[src/rtl/func_gen_pkg.sv]
// Shared types and reset constants for the func_gen_dds phase-accumulator generator.
package func_gen_pkg;

    typedef enum logic [2:0] {
        SINE     = 3'd0,
        TRIANGLE = 3'd1,
        SQUARE   = 3'd2,
        PWM      = 3'd3,
        SAWTOOTH = 3'd4
    } signal_t;

    // Active configuration after reset: zero increment, sine, duty 0, full amplitude.
    localparam signal_t RST_SIG_TYPE = SINE;
    localparam logic    RST_INC_BIT  = 1'b0;
    localparam logic    RST_DUTY_BIT = 1'b0;
    localparam logic    RST_AMP_BIT  = 1'b1;

endpackage

[src/rtl/func_gen_dds_phase_acc.sv]
// Phase register plus shadow configuration that is applied at a wrap, or at once while idle.
// Carries the amplitude field only when FUNC_GEN_AMP_SCALE_EN is defined.
module func_gen_dds_phase_acc
    import func_gen_pkg::*;
#(
    parameter int unsigned DATA_W  = 8,
    parameter int unsigned PHASE_W = 32
) (
    input  logic               clk,
    input  logic               rst,
    input  logic               en,
    input  logic               cfg_valid,
    output logic               cfg_ready,
    input  logic [PHASE_W-1:0] cfg_phase_inc,
    input  logic [2:0]         cfg_sig_type,
    input  logic [DATA_W-1:0]  cfg_duty,
`ifdef FUNC_GEN_AMP_SCALE_EN
    input  logic [DATA_W-1:0]  cfg_amp,
    output logic [DATA_W-1:0]  amp,
`endif
    output logic [PHASE_W-1:0] phase,
    output logic               phase_zero,
    output signal_t            sig_type,
    output logic [DATA_W-1:0]  duty
);

    logic [PHASE_W-1:0] phase_q, phase_d, inc_q, shd_inc_q;
    logic [DATA_W-1:0]  duty_q, shd_duty_q;
    signal_t            type_q, shd_type_q;
    logic               shd_full_q, ready_q;
    logic [PHASE_W:0]   sum;
    logic               wrap, transfer, apply;
`ifdef FUNC_GEN_AMP_SCALE_EN
    logic [DATA_W-1:0]  amp_q, shd_amp_q;
`endif

    assign sum      = {1'b0, phase_q} + {1'b0, inc_q};
    assign wrap     = en && sum[PHASE_W];
    assign transfer = cfg_valid && ready_q;
    // Idle cycles have no period in flight, so a pending config may land immediately.
    assign apply    = shd_full_q && (wrap || !en);

    always_comb begin
        phase_d = phase_q;
        if (apply) begin
            phase_d = '0;
        end else if (en) begin
            phase_d = sum[PHASE_W-1:0];
        end
    end

    always_ff @(posedge clk) begin
        if (rst) begin
            phase_q    <= '0;
            inc_q      <= {PHASE_W{RST_INC_BIT}};
            type_q     <= RST_SIG_TYPE;
            duty_q     <= {DATA_W{RST_DUTY_BIT}};
            shd_inc_q  <= '0;
            shd_type_q <= RST_SIG_TYPE;
            shd_duty_q <= '0;
            shd_full_q <= 1'b0;
            ready_q    <= 1'b0;
        end else begin
            phase_q <= phase_d;
            ready_q <= !(transfer || (shd_full_q && !apply));
            if (transfer) begin
                shd_full_q <= 1'b1;
                shd_inc_q  <= cfg_phase_inc;
                shd_type_q <= signal_t'(cfg_sig_type);
                shd_duty_q <= cfg_duty;
            end else if (apply) begin
                shd_full_q <= 1'b0;
            end
            if (apply) begin
                inc_q  <= shd_inc_q;
                type_q <= shd_type_q;
                duty_q <= shd_duty_q;
            end
        end
    end

`ifdef FUNC_GEN_AMP_SCALE_EN
    always_ff @(posedge clk) begin
        if (rst) begin
            amp_q     <= {DATA_W{RST_AMP_BIT}};
            shd_amp_q <= '0;
        end else begin
            if (transfer) shd_amp_q <= cfg_amp;
            if (apply) amp_q <= shd_amp_q;
        end
    end

    assign amp = amp_q;
`endif

    assign cfg_ready  = ready_q;
    assign phase      = phase_q;
    assign phase_zero = (phase_q == '0);
    assign sig_type   = type_q;
    assign duty       = duty_q;

endmodule

[src/rtl/func_gen_dds.sv]
// DDS function generator: computed waveforms are delayed to line up with the sine BRAM read.
// Optional amplitude scaling is enabled by defining FUNC_GEN_AMP_SCALE_EN.
module func_gen_dds
    import func_gen_pkg::*;
#(
    parameter int unsigned DATA_W  = 8,
    parameter int unsigned PHASE_W = 32,
    parameter int unsigned LUT_AW  = 10,
    parameter int unsigned LUT_LAT = 1
) (
    input  logic               clk,
    input  logic               rst,
    input  logic               en,
    input  logic               cfg_valid,
    output logic               cfg_ready,
    input  logic [PHASE_W-1:0] cfg_phase_inc,
    input  logic [2:0]         cfg_sig_type,
    input  logic [DATA_W-1:0]  cfg_duty,
    input  logic [DATA_W-1:0]  cfg_amp,
    output logic [LUT_AW-1:0]  lut_addr,
    input  logic [DATA_W-1:0]  lut_data,
    output logic [DATA_W-1:0]  sample,
    output logic               sample_valid,
    output logic               cycle_start
);

    localparam int unsigned LAST = LUT_LAT - 1;

    logic [PHASE_W-1:0] phase;
    logic               phase_zero;
    signal_t            sig_type;
    logic [DATA_W-1:0]  duty, t_val, u_val, comp, raw, scaled;
    logic [DATA_W-1:0]  sample_q;
    logic               valid_q, start_q, unused_phase;

`ifdef FUNC_GEN_AMP_SCALE_EN
    logic [DATA_W-1:0]   amp;
    logic [2*DATA_W-1:0] prod;
`else
    logic unused_amp;
    assign unused_amp = ^cfg_amp;
`endif

    func_gen_dds_phase_acc #(
        .DATA_W (DATA_W),
        .PHASE_W(PHASE_W)
    ) u_phase_acc (
        .clk          (clk),
        .rst          (rst),
        .en           (en),
        .cfg_valid    (cfg_valid),
        .cfg_ready    (cfg_ready),
        .cfg_phase_inc(cfg_phase_inc),
        .cfg_sig_type (cfg_sig_type),
        .cfg_duty     (cfg_duty),
`ifdef FUNC_GEN_AMP_SCALE_EN
        .cfg_amp      (cfg_amp),
        .amp          (amp),
`endif
        .phase        (phase),
        .phase_zero   (phase_zero),
        .sig_type     (sig_type),
        .duty         (duty)
    );

    assign lut_addr     = phase[PHASE_W-1 -: LUT_AW];
    assign t_val        = phase[PHASE_W-1 -: DATA_W];
    assign u_val        = phase[PHASE_W-2 -: DATA_W];
    assign unused_phase = ^phase;

    always_comb begin
        comp = '0;
        case (sig_type)
            TRIANGLE: comp = phase[PHASE_W-1] ? ~u_val : u_val;
            SQUARE:   comp = phase[PHASE_W-1] ? '0 : '1;
            PWM:      comp = (t_val < duty) ? '1 : '0;
            SAWTOOTH: comp = t_val;
            default:  comp = '0;
        endcase
    end

    // Each stage carries one phase's computed value and tags alongside the BRAM read.
    for (genvar g = 0; g < LUT_LAT; g++) begin : g_dly
        logic [DATA_W-1:0] comp_q, comp_in;
        signal_t           type_q, type_in;
        logic              en_q, en_in, zero_q, zero_in;
`ifdef FUNC_GEN_AMP_SCALE_EN
        logic [DATA_W-1:0] amp_q, amp_in;
`endif
        if (g == 0) begin : g_src
            assign comp_in = comp;
            assign type_in = sig_type;
            assign en_in   = en;
            assign zero_in = phase_zero;
`ifdef FUNC_GEN_AMP_SCALE_EN
            assign amp_in  = amp;
`endif
        end else begin : g_src
            assign comp_in = g_dly[g-1].comp_q;
            assign type_in = g_dly[g-1].type_q;
            assign en_in   = g_dly[g-1].en_q;
            assign zero_in = g_dly[g-1].zero_q;
`ifdef FUNC_GEN_AMP_SCALE_EN
            assign amp_in  = g_dly[g-1].amp_q;
`endif
        end

        always_ff @(posedge clk) begin
            if (rst) begin
                comp_q <= '0;
                type_q <= RST_SIG_TYPE;
                en_q   <= 1'b0;
                zero_q <= 1'b0;
`ifdef FUNC_GEN_AMP_SCALE_EN
                amp_q  <= '0;
`endif
            end else begin
                comp_q <= comp_in;
                type_q <= type_in;
                en_q   <= en_in;
                zero_q <= zero_in;
`ifdef FUNC_GEN_AMP_SCALE_EN
                amp_q  <= amp_in;
`endif
            end
        end
    end

    assign raw = (g_dly[LAST].type_q == SINE) ? lut_data : g_dly[LAST].comp_q;

`ifdef FUNC_GEN_AMP_SCALE_EN
    assign prod   = {{DATA_W{1'b0}}, raw} * {{DATA_W{1'b0}}, g_dly[LAST].amp_q};
    assign scaled = prod[2*DATA_W-1:DATA_W];
`else
    assign scaled = raw;
`endif

    always_ff @(posedge clk) begin
        if (rst) begin
            sample_q <= '0;
            valid_q  <= 1'b0;
            start_q  <= 1'b0;
        end else begin
            valid_q <= g_dly[LAST].en_q;
            start_q <= g_dly[LAST].en_q && g_dly[LAST].zero_q;
            if (g_dly[LAST].en_q) sample_q <= scaled;
        end
    end

    assign sample       = sample_q;
    assign sample_valid = valid_q;
    assign cycle_start  = start_q;

endmodule

[config.mk]
export PLATFORM = sky130hd
export DESIGN_NAME = func_gen_dds
export DESIGN_NICKNAME = d
export VERILOG_FILES = /design/src/rtl/func_gen_pkg.sv /design/src/rtl/func_gen_dds_phase_acc.sv /design/src/rtl/func_gen_dds.sv
export SDC_FILE = /design/constraint.sdc
export NUM_CORES = 1
export LEC_CHECK = 0
export BUFFER_PORTS_ARGS = -buffer_cell sky130_fd_sc_hd__buf_2
export CORE_ASPECT_RATIO = 0.6
export CORE_UTILIZATION = 63
export CTS_CLUSTER_SIZE = 8
export DETAILED_ROUTE_END_ITERATION = 10
export PLACE_DENSITY = 0.85
export SETUP_SLACK_MARGIN = 0.1
export SLEW_MARGIN = 20
export SYNTH_ARGS = -nofsm -noshare
export SYNTH_HDL_FRONTEND = slang
export SYNTH_SLANG_ARGS = --single-unit
[constraint.sdc]
create_clock -name clk -period 4.1 [get_ports clk]
set_input_delay 0.41 -clock clk [delete_from_list [all_inputs] [get_ports clk]]
set_output_delay 0.41 -clock clk [all_outputs]
set_load 0.1 [all_outputs]
==> results of run 1 <==
[cells in the mapped netlist, drive strengths merged]
cell type | count | share of area, %
o21ai | 18 | 1.3
o311ai | 2 | 0.25
xnor2 | 15 | 1.8
a22oi | 9 | 0.95
nor2b | 7 | 0.62
or3 | 3 | 0.26
nand3 | 6 | 0.42
a31o | 1 | 0.12
a211oi | 19 | 2.1
nand2 | 198 | 10
and3 | 7 | 0.62
buf | 19 | 1.9
nor3b | 1 | 0.11
nor4b | 3 | 0.46
nand4 | 10 | 0.88
inv | 16 | 0.84
a41oi | 1 | 0.23
nor4 | 7 | 0.62
o31ai | 1 | 0.30
nor4bb | 1 | 0.14
a31oi | 4 | 0.35
nand2b | 5 | 0.44
and2 | 8 | 0.70
dfxtp | 143 | 40
o2111ai | 4 | 0.49
a211o | 1 | 0.12
a21oi | 128 | 9.1
a21o | 24 | 2.5
mux2i | 25 | 3.5
o21a | 11 | 1.2
a2111oi | 2 | 0.51
ha | 40 | 7.0
clkbuf | 38 | 2.0
a21bo | 1 | 0.14
nand3b | 2 | 0.21
or4 | 3 | 0.32
a21boi | 1 | 0.11
fa | 1 | 0.28
nor3 | 8 | 0.56
xor2 | 11 | 1.4
or2 | 2 | 0.18
nor2 | 65 | 3.4
o211ai | 7 | 0.88
[layout make-up]
| type | count | area [um2] |
|---|---|---|
| Fill cell | 802 | 2690 |
| Inverter | 16 | 60.1 |
| Multi-Input combinational cell | 662 | 3930 |
| Clock inverter | 13 | 150 |
| Tap cell | 139 | 174 |
| Timing Repair Buffer | 85 | 465 |
| Sequential cell | 143 | 2860 |
| Clock buffer | 19 | 443 |
[sequential cells by signal, indices dropped and copies added (netlist names), 3 cells and up]
| name | flops |
|---|---|
| g_dly.comp_q | 8 |
| g_dly.type_q | 3 |
| sample | 8 |
| u_phase_acc.duty | 8 |
| u_phase_acc.inc_q | 32 |
| u_phase_acc.phase | 32 |
| u_phase_acc.shd_duty_q | 8 |
| u_phase_acc.shd_inc_q | 32 |
| u_phase_acc.shd_type_q | 3 |
| u_phase_acc.sig_type | 3 |
[placed cells by master (no fill, tap or decap), types with 6 or more instances in the layout]
cell and n:
clkbuf_16 17, a211oi_1 18, ha_1 40, xnor2_1 15, nor2b_1 7, mux2i_1 25, a21oi_1 127, xor2_1 11
o21ai_0 17, o21a_1 11, dfxtp_1 143, nand4_1 10, buf_4 10, a22oi_1 9, nand2_1 197, nor4_1 7
and3_1 7, nor2_1 65, nor3_1 8, inv_1 16, a21o_1 24, and2_1 8, nand3_1 6, buf_2 74
[cell families after synthesis]
| logic type | count (synthesis) |
|---|---|
| simple gates | 336 |
| xor+xnor | 26 |
| compound gates | 234 |
| buf+inv | 73 |
| fa+ha+maj | 41 |
| flops | 143 |
| mux | 25 |
[worst paths after layout]
| kind | endpoint | startpoint | cells past startpoint | slack [ns] |
|---|---|---|---|---|
| min reg2reg | cycle_start | g_dly[0].zero_q | 1 | 0.43 |
| max reg2reg | u_phase_acc.phase[25] | u_phase_acc.phase[0] | 10 | 0.81 |
| min | sample_valid | rst | 2 | 0.20 |
| max | u_phase_acc.phase[25] | u_phase_acc.phase[0] | 10 | 0.81 |
[power by group through the flow]
stage	clock network (mW)	logic [mW]	registers, mW
finish	1.54	0.233	1.45
global route	1.62	0.253	1.45
CTS	1.56	0.231	1.45
detailed placement	0	0.229	1.48
global placement	0	0.226	1.48
floorplan	0	0.124	1.52
[per-layer routing]
layer,track usage (%),share of wire (%),vias to the layer above
met5,0,0,-
met4,8.28,0.88,0
met3,5.88,9.1,20
met2,42.3,38,255
met1,47.8,52,2919
li1,-,-,3146
[per-stage QoR]
step | area (um2) | hold WS (ns) | setup slack [ns]
2_1_floorplan | 7110 | 0.406 | 1.27
3_3_place_gp | 7480 | 0.410 | 0.840
3_5_place_dp | 7480 | 0.414 | 0.799
4_1_cts | 8080 | 0.190 | 0.789
5_1_grt | 8080 | 0.201 | 0.554
6_report | 8080 | 0.200 | 0.809
==> out/results.tsv, run 1 <==
stage	metric	value	unit
sta	setup tns final	0	ns
sta	endpoints failing setup	0	
sta	Max Slew Vio Count	0	
synth	Avg Cell Area, Syn	8.10	um2
clock_tree	# H-tree levels	4	
synth	post-synthesis adder-cell area fraction	7.32	%
global_routing	largest net degree at the start of global routing	106	
synth	Yosys warnings	0	
final_layout	Post-Layout Cell Count	1077	
sta	minimum clock period	3.29	ns
global_routing	initial antenna violation count	0	
final_layout	layout cells sized above 1	13.9	%
synth	synthesized cell area	0.00711	mm2
final_layout	diodes inserted	0	
synth	mux contribution to synthesized area	3.52	%
synth	largest family of logic cells by synthesized area	compound AO/OA/AOI/OAI gates	
detailed_routing	Starting DRT DRC Count	712	
power_and_ir_drop	internal power	2.42	mW
global_routing	gr usage total	30.7	%
global_routing	first-pass GRT wire length	28.6	mm
detailed_routing	DR vias/cell	5.89	
floorplanning	Die Wd	139	um
synth	register area share after synthesis	40.2	%
sta	Final Hold Viols	0	
worst_setup_path	Max stage delay on crit path	0.55	ns
worst_setup_path	WS Path Type	flop to flop	
worst_setup_path	crit start category	flop	
synth	Synth Area in XOR/XNOR	3.20	%
worst_setup_path	Critical-path top delay cell	or4_1	
sta	Worst-Margin Slew	1.09	ns
placement	I/O Buffers	75	
clock_tree	clock network latency to the later pin of the worst-skew pair	0.41	ns
power_and_ir_drop	NetSw	802	uW
final_layout	Nets	1029	
clock_tree	Resized cells post-CTS	0	
power_and_ir_drop	Gate power share	7.2	%
clock_tree	worst-case clock buffer depth	2	
detailed_routing	DRT Wirelength	17.1	mm
clock_tree	CTS tree	done	
clock_tree	cts hold-fix bufs	0	
synth	simple-gate portion of the synthesized area	20.4	%
synth	Synth Area in Compound Gates	20.5	%
synth	post-synthesis register bit count	143	
detailed_routing	antenna-violating nets left	0	
detailed_routing	Initial DRT Pass Iterations	10	
floorplanning	num ports	84	
floorplanning	die area	0.0117	mm2
clock_tree	post-CTS setup buffers	0	
clock_tree	Num CTS Buffers	17	
placement	Post-Place Cells	1045	
synth	Unique masters post-synth	53	
power_and_ir_drop	sequential fraction of design power	45.0	%
sta	final clock skew	0.00910	ns
sta	max frequency	304	MHz
worst_setup_path	Largest delay share family, worst path	compound AO/OA/AOI/OAI gates	
detailed_routing	via count	6340	
power_and_ir_drop	switching share of power	24.9	%
run_status	failing checks	DRC	
global_routing	Overflow after GRT	0	
power_and_ir_drop	Pwr Total	3.22	mW
sta	Slew HR	27.1	%
clock_tree	clk slew on worst S/H paths	0.06	ns
detailed_routing	Routed wire per std cell	15.9	um
hold_path	Hold Path Class	input port to flop	
clock_tree	Clock Sinks	143	
power_and_ir_drop	Clock Power Share	47.8	%
synth	syn_nets	982	
detailed_routing	DR DRC count	4	
final_layout	Area growth syn-to-layout	13.6	%
run_status	outcome	finished with violations	
sta	final period utilization	80.3	%
placement	gpl congestion	0.930	
worst_setup_path	crit end category	flop	
job	Max Cap Viol	0	
worst_setup_path	Buf+Inv Stages, Crit Path	0	
synth	Post-Synthesis Cells	878	
worst_setup_path	crit path DAT	3.59	ns
global_routing	vias in the first global route	5639	
worst_setup_path	worst-path fanout max	12	
sta	RSZ-0062 raised after global routing	no	
clock_tree	clock root buffer	clkbuf_16	
placement	Detail Placement HPWL	11.6	mm
final_layout	final core occ	75.0	%
power_and_ir_drop	Pwr Density	398	mW/mm2
floorplanning	row count	29	
floorplanning	effective utilization at floorplan	66.0	%
floorplanning	die span in y	84.3	um
worst_setup_path	worst endpoint required time	4.40	ns
power_and_ir_drop	Leakage Power	3.46	nW
power_and_ir_drop	peak supply drop	0.326	mV
worst_setup_path	worst-path cell chain	ha_1 -> fa_1 -> a211oi_1 -> nor4b_2 -> o21ai_0 -> a211o_1 -> o31ai_4 -> a21o_1 -> or4_1 -> o311ai_0	
floorplanning	Core ar.	0.0108	mm2
(Power assumes the default switching activity.)
==> run 2, diff against run 1 <==
--- a/config.mk
+++ b/config.mk
@@ -7,10 +7,10 @@
 export LEC_CHECK = 0
 export BUFFER_PORTS_ARGS = -buffer_cell sky130_fd_sc_hd__buf_2
 export CORE_ASPECT_RATIO = 0.6
-export CORE_UTILIZATION = 63
+export CORE_UTILIZATION = 53
 export CTS_CLUSTER_SIZE = 8
 export DETAILED_ROUTE_END_ITERATION = 10
-export PLACE_DENSITY = 0.85
+export PLACE_DENSITY = 0.76
 export SETUP_SLACK_MARGIN = 0.1
 export SLEW_MARGIN = 20
 export SYNTH_ARGS = -nofsm -noshare
==> constraint.sdc (replaced) <==
create_clock -name clk -period 3 [get_ports clk]
set_input_delay 0.3 -clock clk [delete_from_list [all_inputs] [get_ports clk]]
set_output_delay 0.3 -clock clk [all_outputs]
set_load 0.1 [all_outputs]
==> run 2 against run 1 <==
The run now ends clean. Clock skew is 0.0030 ns higher. Die area up 18%. Critical path depth down 1. Combinational power grew 42%. First-iteration DRC count is 36% lower. Register-to-register slack worse by 0.68 ns. Final area increased by 3.2%. Count of clock-buffer cells in the layout unchanged. Fmax is 15% higher. Global-route usage fell by 4.1 points. Critical path type unchanged. Critical endpoint unchanged. Largest cell class unchanged. Largest power group is now sequential cells.
==> out/results.tsv, run 2 (synthesis gave the netlist of run 1 again) <==
stage	metric	value	unit
final_layout	Post-Layout Cell Count	1132	
global_routing	gr usage total	26.5	%
detailed_routing	Initial DRT Pass Iterations	8	
placement	Post-Place Cells	1094	
floorplanning	Die Wd	152	um
power_and_ir_drop	Clock Power Share	45.8	%
global_routing	initial antenna violation count	0	
global_routing	first-pass GRT wire length	28.4	mm
detailed_routing	WL met2	6.87	mm
floorplanning	num ports	84	
worst_setup_path	worst-path fanout max	4	
clock_tree	Clock Sinks	143	
final_layout	most common cell after layout, fill and taps aside	nand2_1	
power_and_ir_drop	Leakage Power	3.58	nW
clock_tree	cts hold-fix bufs	0	
worst_setup_path	Max stage delay on crit path	0.46	ns
placement	gpl congestion	0.941	
clock_tree	clock network latency to the later pin of the worst-skew pair	0.42	ns
job	Max Cap Viol	0	
final_layout	Area growth syn-to-layout	17.3	%
sta	final period utilization	95.7	%
floorplanning	die span in y	91.7	um
floorplanning	row count	32	
power_and_ir_drop	internal power	3.12	mW
floorplanning	Core ar.	0.0130	mm2
detailed_routing	Starting DRT DRC Count	454	
final_layout	Nets	1053	
sta	setup tns final	0	ns
placement	I/O Buffers	75	
detailed_routing	DRT Wirelength	18.2	mm
detailed_routing	DR vias/cell	5.60	
power_and_ir_drop	switching share of power	26.7	%
detailed_routing	DR DRC count	0	
power_and_ir_drop	peak supply drop	0.350	mV
power_and_ir_drop	Pwr Density	511	mW/mm2
global_routing	largest net degree at the start of global routing	62	
global_routing	vias in the first global route	5427	
clock_tree	# H-tree levels	4	
sta	final clock skew	0.0121	ns
power_and_ir_drop	sequential fraction of design power	46.4	%
detailed_routing	antenna-violating nets left	0	
final_layout	most frequent cells in the layout	197 x nand2_1, 143 x dfxtp_1, 126 x a21oi_1, 74 x buf_2, 65 x nor2_1	
sta	max frequency	348	MHz
sta	RSZ-0062 raised after global routing	no	
sta	Final Hold Viols	0	
worst_setup_path	crit start category	flop	
run_status	outcome	finished, final reports clean	
detailed_routing	Routed wire per std cell	16.1	um
global_routing	Overflow after GRT	0	
worst_setup_path	WS Path Type	flop to flop	
detailed_routing	via count	6341	
clock_tree	clk slew on worst S/H paths	0.06	ns
worst_setup_path	Critical-path top delay cell	or4_1	
worst_setup_path	Crit path top cell by count	o211ai_1	
sta	endpoints failing setup	0	
sta	Max Slew Vio Count	0	
detailed_routing	met3 WL	1.86	mm
worst_setup_path	crit end category	flop	
floorplanning	effective utilization at floorplan	54.8	%
hold_path	Hold Path Class	input port to flop	
detailed_routing	Max Used Layer	met4	
sta	minimum clock period	2.87	ns
power_and_ir_drop	NetSw	1.14	mW
clock_tree	Num CTS Buffers	17	
clock_tree	clock root buffer	clkbuf_16	
worst_setup_path	worst-path cell chain	ha_2 -> o211ai_1 -> o211ai_1 -> a41oi_2 -> a211oi_2 -> o2111ai_1 -> a31o_2 -> or4_1 -> o311ai_0	
sta	Worst-Margin Slew	0.686	ns
clock_tree	CTS tree	done	
worst_setup_path	worst endpoint required time	3.31	ns
sta	Slew HR	53.8	%
power_and_ir_drop	Gate power share	7.8	%
worst_setup_path	crit path DAT	3.18	ns
clock_tree	worst-case clock buffer depth	2	
final_layout	diodes inserted	0	
placement	Detail Placement HPWL	12.4	mm
final_layout	layout cells sized above 1	16.7	%
floorplanning	die area	0.0139	mm2
worst_setup_path	Largest delay share family, worst path	compound AO/OA/AOI/OAI gates	
worst_setup_path	Buf+Inv Stages, Crit Path	0	
detailed_routing	Post-Route M1 WL	9.29	mm
-- run 2: area by class of cell --
cell class,count,area (um2)
Sequential cell,143,2860
Tap cell,170,213
Clock buffer,19,433
Multi-Input combinational cell,662,3990
Clock inverter,13,106
Inverter,16,60.1
Timing Repair Buffer,109,679
Fill cell,1115,4630
-- run 2: timing repair --
item,4_1_cts,5_1_grt
gates resized for setup,2,15
setup endpoints to repair,67,77
gates cloned,0,1
pin swaps,0,9
buffers inserted,0,5
-- run 2: metal layers --
layer  global-route usage [%]  vias to the layer above
met2                     33.3                      272
met3                     6.07                       18
met1                     43.4                     2870
met5                        0                        -
met4                     6.60                        0
li1                         -                     3181
-- run 2: final timing paths --
path / startpoint / end / slack [ns] / cells past startpoint
max: u_phase_acc.phase[3] / u_phase_acc.phase[25] / 0.13 / 9
min: cfg_phase_inc[13] / u_phase_acc.shd_inc_q[13] / 0.11 / 3
max reg2reg: u_phase_acc.phase[3] / u_phase_acc.phase[25] / 0.13 / 9
min reg2reg: g_dly[0].zero_q / cycle_start / 0.42 / 1
-- run 2: power by group through the flow --
stage	combinational, mW	clock (mW)	sequential [mW]
4_1_cts	0.323	1.97	1.98
6_report	0.332	1.95	1.98
5_1_grt	0.361	2.06	1.98
3_5_place_dp	0.321	0	2.02
3_3_place_gp	0.317	0	2.02
2_1_floorplan	0.169	0	2.07
-- run 2: worst register-to-register path: cells and delay by family, from the launching register on --
kind	cells	cell delay, ns
DFF	1	0.35
adders and majority gates	1	0.38
and+or+nand+nor	1	0.46
AOI/OAI and AO/OA	7	1.56
-- run 2: metrics by stage --
stage | hold WS [ns] | total power, mW | worst slack [ns] | utilization, % | instance area [um2]
global placement | 0.421 | 2.33 | 0.0192 | 59.1 | 7670
global route | 0.107 | 4.41 | 0.0835 | 64.3 | 8340
CTS | 0.103 | 4.27 | 0.104 | 63.3 | 8210
floorplan | 0.406 | 2.24 | 0.170 | - | 7110
finish | 0.113 | 4.26 | 0.129 | 64.3 | 8340
detailed placement | 0.417 | 2.34 | -0.0538 | 59.1 | 7670
==> run 3, diff against run 2 <==
--- a/config.mk
+++ b/config.mk
@@ -7,10 +7,10 @@
 export LEC_CHECK = 0
 export BUFFER_PORTS_ARGS = -buffer_cell sky130_fd_sc_hd__buf_2
 export CORE_ASPECT_RATIO = 0.6
-export CORE_UTILIZATION = 53
+export CORE_UTILIZATION = 28
 export CTS_CLUSTER_SIZE = 8
 export DETAILED_ROUTE_END_ITERATION = 10
-export PLACE_DENSITY = 0.76
+export PLACE_DENSITY = 0.46
 export SETUP_SLACK_MARGIN = 0.1
 export SLEW_MARGIN = 20
 export SYNTH_ARGS = -nofsm -noshare
==> run 3 against run 2 <==
Final cell count rose by 14%. Setup slack improved by 0.065 ns. Sequential share of layout area fell by 2.1 points. Routed wire length rose by 16%. Sequential power barely moved. Final area rose by 6.7%. Global-route usage fell by 11 points. First-iteration DRC count fell by 21%. Critical path depth rose by 3. Total power rose by 6.3%. Clock power rose by 12%. Via count fell by 3.2%.
==> out/results.tsv, run 3 (synthesis gave the netlist of run 1 again) <==
stage	metric	value	unit
power_and_ir_drop	Pwr Density	509	mW/mm2
placement	I/O Buffers	75	
sta	Max Slew Vio Count	0	
power_and_ir_drop	peak supply drop	0.321	mV
clock_tree	clock root buffer	clkbuf_16	
power_and_ir_drop	Leakage Power	3.67	nW
placement	area post-placement	0.00790	mm2
floorplanning	Die Wd	208	um
sta	RSZ-0062 raised after global routing	yes	
final_layout	diodes inserted	0	
clock_tree	Num CTS Buffers	17	
clock_tree	Clock Sinks	143	
final_layout	layout cells sized above 1	19.9	%
detailed_routing	Routed wire per std cell	16.3	um
floorplanning	die area	0.0261	mm2
sta	Hold Slack	0.0981	ns
sta	Final Hold Viols	0	
global_routing	first-pass GRT wire length	32.2	mm
detailed_routing	DRT Wirelength	21.1	mm
worst_setup_path	crit start category	flop	
job	Max Cap Viol	0	
sta	final clock skew	0.0103	ns
final_layout	Nets	1063	
global_routing	initial antenna violation count	0	
global_routing	largest net degree at the start of global routing	69	
sta	minimum clock period	2.81	ns
sta	Worst-Margin Slew	0.729	ns
placement	Post-Place Cells	1250	
worst_setup_path	crit path DAT	3.17	ns
detailed_routing	antenna-violating nets left	0	
clock_tree	# H-tree levels	4	
floorplanning	effective utilization at floorplan	29.0	%
clock_tree	clock network latency to the later pin of the worst-skew pair	0.44	ns
detailed_routing	DR vias/cell	4.74	
detailed_routing	Starting DRT DRC Count	359	
floorplanning	die span in y	125	um
placement	Detail Placement HPWL	14.5	mm
floorplanning	row count	44	
clock_tree	clk slew on worst S/H paths	0.06	ns
worst_setup_path	crit end category	flop	
detailed_routing	Initial DRT Pass Iterations	5	
final_layout	most common cell after layout, fill and taps aside	nand2_1	
sta	max frequency	356	MHz
clock_tree	worst-case clock buffer depth	2	
worst_setup_path	WS Path Type	flop to flop	
worst_setup_path	worst-path fanout max	8	
global_routing	Overflow after GRT	0	
detailed_routing	via count	6136	
run_status	outcome	finished, final reports clean	
detailed_routing	DR DRC count	0	
final_layout	Post-Layout Cell Count	1294	
clock_tree	cts hold-fix bufs	0	
floorplanning	Core ar.	0.0246	mm2
global_routing	vias in the first global route	5656	
hold_path	Hold Path Class	input port to flop	
worst_setup_path	worst endpoint required time	3.36	ns
floorplanning	num ports	84	
final_layout	fin area	0.00890	mm2
global_routing	gr usage total	16.0	%
final_layout	Area growth syn-to-layout	25.1	%
sta	final period utilization	93.5	%
sta	Slew HR	51.4	%
final_layout	fillcell total	2620	
final_layout	most frequent cells in the layout	195 x nand2_1, 138 x dfxtp_1, 124 x a21oi_1, 75 x buf_2, 65 x nor2_1	
sta	endpoints failing setup	0	
placement	gpl congestion	0.864	
clock_tree	CTS tree	done	
## run 3: cell count changes in the layout (fill, tap and decap cells not counted), sizes merged
| cell | change |
|---|---|
| clkbuf | +6 |
| bufinv | +2 |
| clkinvlp | +1 |
| inv | -1 |
| buf | +6 |
| clkinv | -4 |
## run 3: cell type report
type	instances	area (um2)	area share [%]
Clock buffer	21	470	5.29
Tap cell	322	403	4.53
Sequential cell	143	2870	32.2
Inverter	16	60.1	0.675
Clock inverter	11	129	1.45
Multi-Input combinational cell	662	4090	45.9
Timing Repair Buffer	119	882	9.91
## run 3: metal layers
| layer | wire [um] | share of wire [%] | global-route usage (%) |
|---|---|---|---|
| met1 | 12700 | 60 | 27.5 |
| met2 | 7260 | 34 | 18.2 |
| met3 | 965 | 4.6 | 3.34 |
| met4 | 172 | 0.82 | 4.44 |
| met5 | 0 | 0 | 0 |
## run 3: repair_timing
| action | CTS | global route |
|---|---|---|
| gates cloned | 0 | 6 |
| setup endpoints to repair | 75 | 77 |
| resized for setup | 5 | 49 |
| pin swaps | 3 | 13 |
| setup buffers | 0 | 6 |
## run 3: worst max-delay path, cell delays in order (launching register included)
cell,delay [ns]
dfxtp_2,0.34
ha_4,0.17
fa_2,0.39
a211oi_4,0.24
nor4b_2,0.08
o21ai_1,0.15
buf_4,0.14
a211o_1,0.16
o31ai_4,0.09
buf_6,0.13
a21o_4,0.26
or4_4,0.43
o211ai_2,0.14
## run 3: power by group
| group | internal [mW] | leakage, nW | switching, mW |
|---|---|---|---|
| Sequential | 1.95 | 1.16 | 0.0328 |
| Clock | 1.30 | 0.291 | 0.888 |
| Combinational | 0.124 | 2.22 | 0.243 |
## run 3: worst paths after layout
path                                      startpoint                   endpoint  slack (ns)  cells after the start
worst min register to register       g_dly[0].zero_q                cycle_start        0.43                      1
worst max register to register  u_phase_acc.inc_q[0]      u_phase_acc.phase[29]        0.19                     12
worst min-delay path               cfg_phase_inc[15]  u_phase_acc.shd_inc_q[15]         0.1                      3
worst max-delay path            u_phase_acc.inc_q[0]      u_phase_acc.phase[29]        0.19                     12
## run 3: per-stage QoR
step | setup WS [ns] | utilization [%] | power [mW] | TNS (ns)
global placement | 0.0159 | 32.2 | 2.36 | 0
floorplan | 0.170 | - | 2.24 | 0
CTS | 0.0807 | 34.7 | 4.57 | 0
detailed placement | -0.0349 | 32.2 | 2.36 | -0.0627
global route | 0.0682 | 36.2 | 4.71 | 0
finish | 0.194 | 36.2 | 4.53 | 0
